[src/rtl/endec_stream_ctrl.sv]
// Stream front-end for a handshake-driven nibble EnDecoder: queues requests in a
// small FIFO, issues them one at a time with a bounded wait, and holds each result for downstream.
module endec_stream_ctrl #(
  parameter int FIFO_DEPTH = 4,
  parameter int TIMEOUT    = 15
) (
  input  logic       clk_i,
  input  logic       rst_i,
  input  logic       in_valid_i,
  output logic       in_ready_o,
  input  logic [3:0] in_code_i,
  input  logic [3:0] in_key_i,
  input  logic       in_mode_i,
  output logic [3:0] core_code_o,
  output logic [3:0] core_key_o,
  output logic       core_mode_o,
  output logic       core_start_o,
  input  logic [3:0] core_code_i,
  input  logic       core_done_i,
  output logic       out_valid_o,
  output logic [3:0] out_code_o,
  input  logic       out_ready_i,
  output logic       busy_o,
  output logic       err_o
);

  localparam int AW = (FIFO_DEPTH > 1) ? $clog2(FIFO_DEPTH) : 1;
  localparam int CW = AW + 1;
  localparam logic [CW-1:0] DEPTH_C  = CW'(FIFO_DEPTH);
  localparam logic [7:0]    TMO_LAST = 8'(TIMEOUT - 1);

  typedef enum logic [1:0] {S_IDLE, S_ISSUE, S_WAIT, S_HOLD} state_t;

  typedef struct packed {
    logic       mode;
    logic [3:0] key;
    logic [3:0] code;
  } entry_t;

  state_t        state_q, state_d;
  entry_t        mem_q [FIFO_DEPTH];
  entry_t        head, in_entry;
  entry_t        core_q, core_d;
  logic [AW-1:0] wr_ptr_q, wr_ptr_d, rd_ptr_q, rd_ptr_d;
  logic [CW-1:0] count_q, count_d;
  logic [7:0]    tmo_q, tmo_d;
  logic [3:0]    out_code_q, out_code_d;
  logic          err_q, err_d;
  logic          push, pop;

  assign in_entry   = {in_mode_i, in_key_i, in_code_i};
  assign head       = mem_q[rd_ptr_q];
  assign in_ready_o = (count_q < DEPTH_C);
  assign push       = in_valid_i && in_ready_o;
  assign pop        = (state_q == S_IDLE) && (count_q != '0);

  // NOTE: every always_comb output gets a default first, so no path can infer a latch.
  always_comb begin
    wr_ptr_d = wr_ptr_q;
    rd_ptr_d = rd_ptr_q;
    count_d  = count_q;
    if (push) wr_ptr_d = wr_ptr_q + AW'(1);
    if (pop)  rd_ptr_d = rd_ptr_q + AW'(1);
    unique case ({push, pop})
      2'b10:   count_d = count_q + CW'(1);
      2'b01:   count_d = count_q - CW'(1);
      default: count_d = count_q;
    endcase
  end

  always_comb begin
    state_d      = state_q;
    core_d       = core_q;
    out_code_d   = out_code_q;
    err_d        = err_q;
    tmo_d        = tmo_q;
    core_start_o = 1'b0;
    out_valid_o  = 1'b0;
    unique case (state_q)
      S_IDLE: begin
        if (pop) begin
          core_d  = head;
          state_d = S_ISSUE;
        end
      end
      S_ISSUE: begin
        // Suppressed combinationally so a reset landing here never leaks a pulse.
        core_start_o = !rst_i;
        tmo_d        = '0;
        state_d      = S_WAIT;
      end
      S_WAIT: begin
        if (core_done_i) begin
          out_code_d = core_code_i;
          state_d    = S_HOLD;
        end else if (tmo_q == TMO_LAST) begin
          err_d   = 1'b1;
          tmo_d   = '0;
          state_d = S_IDLE;
        end else begin
          tmo_d = tmo_q + 8'd1;
        end
      end
      S_HOLD: begin
        out_valid_o = 1'b1;
        if (out_ready_i) state_d = S_IDLE;
      end
      default: state_d = S_IDLE;
    endcase
  end

  // NOTE: FIFO storage is not reset; count_q alone decides which entries are meaningful.
  always_ff @(posedge clk_i) begin
    if (push) mem_q[wr_ptr_q] <= in_entry;
  end

  // NOTE: sequential state uses non-blocking assignments so all flops update together.
  always_ff @(posedge clk_i) begin
    if (rst_i) begin
      state_q    <= S_IDLE;
      wr_ptr_q   <= '0;
      rd_ptr_q   <= '0;
      count_q    <= '0;
      tmo_q      <= '0;
      core_q     <= '0;
      out_code_q <= '0;
      err_q      <= 1'b0;
    end else begin
      state_q    <= state_d;
      wr_ptr_q   <= wr_ptr_d;
      rd_ptr_q   <= rd_ptr_d;
      count_q    <= count_d;
      tmo_q      <= tmo_d;
      core_q     <= core_d;
      out_code_q <= out_code_d;
      err_q      <= err_d;
    end
  end

  assign core_code_o = core_q.code;
  assign core_key_o  = core_q.key;
  assign core_mode_o = core_q.mode;
  assign out_code_o  = out_code_q;
  assign err_o       = err_q;
  assign busy_o      = (state_q != S_IDLE) || (count_q != '0);

endmodule

[config.mk]
export PLATFORM = sky130hd
export DESIGN_NAME = endec_stream_ctrl
export DESIGN_NICKNAME = d
export VERILOG_FILES = /design/src/rtl/endec_stream_ctrl.sv
export SDC_FILE = /design/constraint.sdc
export NUM_CORES = 1
export LEC_CHECK = 0
export CELL_PAD_IN_SITES_DETAIL_PLACEMENT = 0
export CELL_PAD_IN_SITES_GLOBAL_PLACEMENT = 1
export CORE_MARGIN = 1
export CORE_UTILIZATION = 45
export CTS_CLUSTER_DIAMETER = 40
export CTS_CLUSTER_SIZE = 28
export DETAILED_ROUTE_END_ITERATION = 7
export DONT_BUFFER_PORTS = 1
export PLACE_DENSITY = 0.72
export SLEW_MARGIN = 0
export SYNTH_ARGS = -nofsm -noshare
export SYNTH_HDL_FRONTEND = slang
export SYNTH_SLANG_ARGS = --single-unit
export TNS_END_PERCENT = 20
[constraint.sdc]
create_clock -name clk_i -period 3 [get_ports clk_i]
set_input_delay 0.6 -clock clk_i [delete_from_list [all_inputs] [get_ports clk_i]]
set_output_delay 0.6 -clock clk_i [all_outputs]
set_load 0.01 [all_outputs]
==> reports/results.tsv, run 1 <==
metric	value	unit
comb_power_share	22.7	%
synth_compound_area_share	7.64	%
drtPass1Iterations	4	
synth_nets	244	
pwr_density_cell	915	nW/um2
synth_area_per_cell	12.6	um2
cts_tree	done	
drc	0	
max-clock-path-buffers	2	
setup_violations	0	
cpMaxStageDelayCell	dfxtp_1	
cp.arrival	2.49	ns
final_area	3050	um2
crit_path_start_kind	flop	
core_region_area	5920	um2
io_buffers	0	
clock-sinks	67	
synthFlopType	edfxtp_1	
r2r_slack	0.78	ns
area_growth	10.9	%
post_cts_resize_count	0	
path_cells	or3_1 > nand2_1 > inv_2 > ha_1 > inv_1 > fa_1 > xor2_1 > or3_1 > a21oi_1	
end_kind	flop	
cpMostUsedCell	or3_1	
syn_inst	218	
cts_root_buf	clkbuf_8	
yosysSeqAreaShare	61.8	%
drt_iter0_markers	74	
antenna_found_initial	0	
hold_viol_final	0	
gr-total-overflow	0	
yosysTopAreaCell	edfxtp_1	
synthTopCellsByArea	edfxtp_1, dfxtp_1, mux4_2	
yosysMostFrequentCell	edfxtp_1	
p_leak	1.07	nW
peakVddDrop	550	uV
rsz0062_at_grt	false	
synth.area.mux_share	8.82	%
ctsHtreeMaxLevel	3	
path_buf_inv	2	
seq_power_share	46.1	%
synth-async-reset-ratio	0	%
finalClockSkew	0.00451	ns
grt_pass1_vias	1474	
synthAdderAreaFrac	3.91	%
ios	36	
path_clk_slew	0.07	ns
synth_area	2750	um2
globalplace.congestion	0.675	
cts_made_buffers	9	
synth_xor_area_share	2.23	%
via_per_inst	5.25	
crit_type	flop to flop	
wire_per_inst	15.2	um
grt_use_total	15.8	%
die_area	6430	um2
die_h	80.2	um
path_max_fanout	11	
max_slew.worst_pin.slew	0.712	ns
p_clk_share	31.2	%
internal-power	0.00196	W
layout_worst_path_cycle_share	74.0	%
synth-seq-cells	67	
ys.warnings.count	0	
grt_pass1_wl	7.20	mm
synthTopCellsByCount	edfxtp_1, dfxtp_1, nand2_1	
cts_hold_buffers	0	
synth-simple-area-share	12.8	%
vias	1587	
fin_crit	2.22	ns
die_w	80.2	um
post-route-util	51.5	%
clock_latency	0.33	ns
wirelength	4.58	mm
clock.fmax	451	MHz
grt_max_degree	29	
diodes	0	
drive_gt1_share	12.3	%
switching_share	29.7	%
maxCapViolCount	0	
antenna_left	0	
fin_nets	248	
start_util	46.5	%
worst_path_largest_cell_delay	0.42	ns
synth_top_family_by_area	simple AND/OR/NAND/NOR gates	
num-fill-cells	529	
p_switching	0.000829	W
worst_hold_path_type	input pin to flop	
finalPower	0.00279	W
final.setup.tns	0	ns
synth_edf_count	36	
dpl.hpwl	3.00	mm
dpl-instance-area	2820	um2
cts_setup_buffers	0	
whs	0.330	ns
synth_top_area_share	39.3	%
critPathTopFamily	adder cells	
outcome	complete, no violations	
maxSlewHeadroom	52.5	%
crit_required	3.27	ns
yosysUniqueCellTypes	39	
drv_slew	0	
num_rows	28	
## final cells by class
type | instances | area [um2] | share of cell area, %
timing repair buffer | 1 | 7.51 | 0.246
sequential | 67 | 1700 | 55.8
clock buffer | 11 | 131 | 4.31
inverter | 11 | 41.3 | 1.35
multi-input combinational | 132 | 975 | 31.9
clock inverter | 5 | 101 | 3.32
tap | 75 | 93.8 | 3.08
## power by group through the flow
stage               registers, W  logic, W  clock network (W)
finish                   0.00129  0.000634           0.000872
global placement         0.00130  0.000637                  0
CTS                      0.00129  0.000643           0.000894
detailed placement       0.00131  0.000641                  0
global route             0.00131  0.000713           0.000932
floorplan                0.00123  0.000573                  0
## per-layer routing
| metal | global-route usage, % | up-vias | share of wire, % |
|---|---|---|---|
| li1 | - | 786 | - |
| met1 | 20.0 | 764 | 47 |
| met2 | 24.2 | 25 | 46 |
| met3 | 4.20 | 12 | 3.6 |
| met4 | 9.64 | 0 | 2.8 |
| met5 | 0 | - | 0 |
## cells in the final DEF, fill, tap and decap left out, types with 2 or more instances in the layout
master,n
mux2i_1,4
dfxtp_1,31
nand2_1,25
nand4_1,2
a21oi_1,19
clkbuf_8,9
xnor2_1,3
mux4_2,9
inv_1,10
nor2b_1,3
and2_1,6
o21ai_0,4
bufinv_16,3
nand3_1,2
ha_1,7
a31oi_1,3
edfxtp_1,36
a211o_1,2
clkbuf_1,2
or3_1,5
xor2_1,4
nor2_1,18
## sequential cells by signal, summed over array words and instances (netlist names)
signal,flops
core_code_o,4
core_key_o,4
core_mode_o,1
count_q,3
err_o,1
mem_q,36
out_code_o,4
rd_ptr_q,2
state_q,2
tmo_q,8
wr_ptr_q,2
## worst register-to-register path, cell delays in order (launching register included)
cell,delay (ns)
dfxtp_1,0.42
or3_1,0.18
nand2_1,0.09
inv_2,0.20
ha_1,0.23
inv_1,0.06
fa_1,0.37
xor2_1,0.16
or3_1,0.31
a21oi_1,0.14
## final timing paths
kind	start	depth (start not counted)	endpoint
worst max-delay path	count_q[2]$_SDFFE_PP0P_	9	count_q[2]$_SDFFE_PP0P_
worst max register to register	count_q[2]$_SDFFE_PP0P_	9	count_q[2]$_SDFFE_PP0P_
worst min register to register	tmo_q[3]$_SDFFE_PP0P_	2	tmo_q[3]$_SDFFE_PP0P_
worst min-delay path	rst_i	1	state_q[0]$_SDFFE_PP0P_
## kinds of logic (layout without fill, tap and decap cells)
logic type | after synthesis | in the layout
and+or+nand+nor | 70 | 70
DFF | 67 | 67
muxes | 13 | 13
buffers and inverters | 19 | 28
AOI/OAI and AO/OA | 34 | 34
adders and majority gates | 8 | 8
xor gates and xnor gates | 7 | 7
## metrics by stage
stage / instances / worst slack (ns)
after floorplan: 218 / 0.746
after global placement: 286 / 0.857
after detailed placement: 286 / 0.797
after CTS: 302 / 0.765
after global routing: 302 / 0.601
final: 302 / 0.780
Power figures use the tool's default switching activity.
==> run 2: changes to the inputs <==
==> constraint.sdc (replaced) <==
create_clock -name clk_i -period 2.1 [get_ports clk_i]
set_input_delay 0.42 -clock clk_i [delete_from_list [all_inputs] [get_ports clk_i]]
set_output_delay 0.42 -clock clk_i [all_outputs]
set_load 0.01 [all_outputs]
==> run 2 against run 1 <==
Against the previous run:
- fmax rose by 16%
- combinational power grew 74%
- sequential share of layout area is 1.7 points lower
- utilization rose by 1.6 points
- sequential power is 37% higher
- non-clock buffer count is 9 higher
- power is 50% higher
- cell count grew 3.0%
- first-iteration DRC count decreased by 2.7%
- worst setup slack worse by 0.60 ns
- largest cell class unchanged
- largest power group unchanged
==> reports/results.tsv, run 2 (synthesis results as in run 1) <==
metric	value	unit	change
outcome	complete, no violations		
start_util	46.5	%	unchanged
worst_slack	0.182	ns	-0.598 ns
drive_gt1_share	18.2	%	+5.9 points
pre_cts_ws	0.161	ns	-0.636 ns
maxCapViolCount	0		unchanged
largest_reg_flops	36		unchanged
p_leak	1.13	nW	+5.4%
drt_iter0_markers	72		-2.7%
gr-total-overflow	0		unchanged
drv_slew	0		unchanged
max-clock-path-buffers	2		unchanged
drc	0		unchanged
area_growth	14.4	%	
fin_nets	257		+3.6%
grt_use_total	16.9	%	+1.1 points
worst_hold_path_type	input pin to flop		
crit_path_start_kind	flop		
crit_required	2.38	ns	-0.89 ns
regMostFlops	mem_q		
drtPass1Iterations	4		unchanged
crit_type	flop to flop		
ctsHtreeMaxLevel	3		unchanged
pwr_density_cell	1330	nW/um2	+45%
cts_tree	done		
via_per_inst	5.08		-3.4%
ios	36		unchanged
die_h	80.2	um	unchanged
layout_commonest_cell	edfxtp_1		
clock_latency	0.35	ns	+0.02 ns
wire_per_inst	15.1	um	-0.58%
setup_violations	0		unchanged
finalClockSkew	0.00546	ns	+0.000947 ns
layout_worst_path_cycle_share	91.3	%	+17 points
worst_path_largest_cell_delay	0.39	ns	-0.03 ns
max_slew.worst_pin.slew	0.528	ns	-0.184 ns
globalplace.congestion	0.729		+8.0%
path_clk_slew	0.08	ns	about the same
antenna_found_initial	0		unchanged
grt_pass1_vias	1613		+9.4%
post-route-util	53.2	%	+1.6 points
diodes	0		unchanged
path_max_fanout	4		-7
core_region_area	5920	um2	unchanged
clock.fmax	521	MHz	+16%
vias	1579		-0.50%
rsz0062_at_grt	false		
maxSlewHeadroom	64.8	%	+12 points
cpMaxStageDelayCell	dfxtp_1		
die_w	80.2	um	unchanged
fin_crit	1.92	ns	-0.302 ns
cts_made_buffers	9		unchanged
die_area	6430	um2	unchanged
cp.arrival	2.20	ns	-0.29 ns
r2r_slack	0.18	ns	-0.60 ns
clock-sinks	67		unchanged
reg_top3	mem_q (36), tmo_q (8)		
cts_root_buf	clkbuf_8		
dpl.hpwl	3.11	mm	+3.5%
grt_pass1_wl	7.77	mm	+7.9%
io_buffers	0		unchanged
path_cells	or3_4 > nand2_2 > inv_2 > ha_1 > inv_1 > fa_1 > xor2_1 > or3_1 > a21oi_1		
antenna_left	0		unchanged
grt_max_degree	29		unchanged
num_rows	28		unchanged
hold_viol_final	0		unchanged
finalPower	0.00419	W	+50%
cts_hold_buffers	0		unchanged
end_kind	flop		
final_cell_mix	edfxtp_1, dfxtp_1, nand2_1		
peakVddDrop	741	uV	+35%
final.setup.tns	0	ns	unchanged
wirelength	4.69	mm	+2.4%
-- run 2: routing by layer --
layer	wire length [um]	part of all wire (%)	vias up	GRT usage, %
met5	0	0	-	0
met4	116	2.5	0	10.7
met3	148	3.2	11	3.98
met2	2280	49	22	27.4
met1	2140	46	739	20.1
li1	-	-	807	-
-- run 2: final timing paths --
check             cells after the start                          end               startpoint
setup / recovery                      9      count_q[2]$_SDFFE_PP0P_  count_q[0]$_SDFFE_PP0P_
hold / removal                        1  core_code_o[2]$_SDFFE_PP0P_                    rst_i
setup reg to reg                      9      count_q[2]$_SDFFE_PP0P_  count_q[0]$_SDFFE_PP0P_
hold reg to reg                       2        tmo_q[3]$_SDFFE_PP0P_    tmo_q[3]$_SDFFE_PP0P_
-- run 2: where the power goes --
part           internal (W)  leakage [nW]  switching (W)
Sequential          0.00160         0.583       0.000168
Combinational      0.000517         0.422       0.000585
Clock              0.000798         0.120       0.000516
-- run 2: metrics by stage --
| step | std cells | instance area (um2) | hold slack, ns |
|---|---|---|---|
| 6_report | 311 | 3150 | 0.134 |
| 5_1_grt | 311 | 3150 | 0.119 |
| 4_1_cts | 311 | 3140 | 0.116 |
| 3_5_place_dp | 295 | 2900 | 0.479 |
| 3_3_place_gp | 295 | 2900 | 0.467 |
| 2_1_floorplan | 218 | 2770 | 0.450 |
-- run 2: what timing repair did --
item | CTS | global route
resized for setup | 0 | 1
buffers inserted | 0 | 0
endpoints found under the setup margin | 0 | 1
-- run 2: final cells by class --
| class | count | area [um2] |
|---|---|---|
| well taps | 75 | 93.8 |
| multi-input cells | 132 | 990 |
| clock inverters | 7 | 124 |
| fillers | 511 | 2770 |
| inverters | 11 | 41.3 |
| repair buffers | 10 | 75.1 |
| flip-flops and latches | 67 | 1700 |
| clock buffers | 9 | 124 |
-- run 2: worst max-delay path, delay by kind of cell (launching register included) --
kind / cells / cell delay [ns]
flip-flops: 1 / 0.39
XOR/XNOR: 1 / 0.16
AO/OA/AOI/OAI: 1 / 0.13
AND/OR/NAND/NOR: 3 / 0.52
adder cells (fa/ha/maj): 2 / 0.54
buffers and inverters: 2 / 0.12
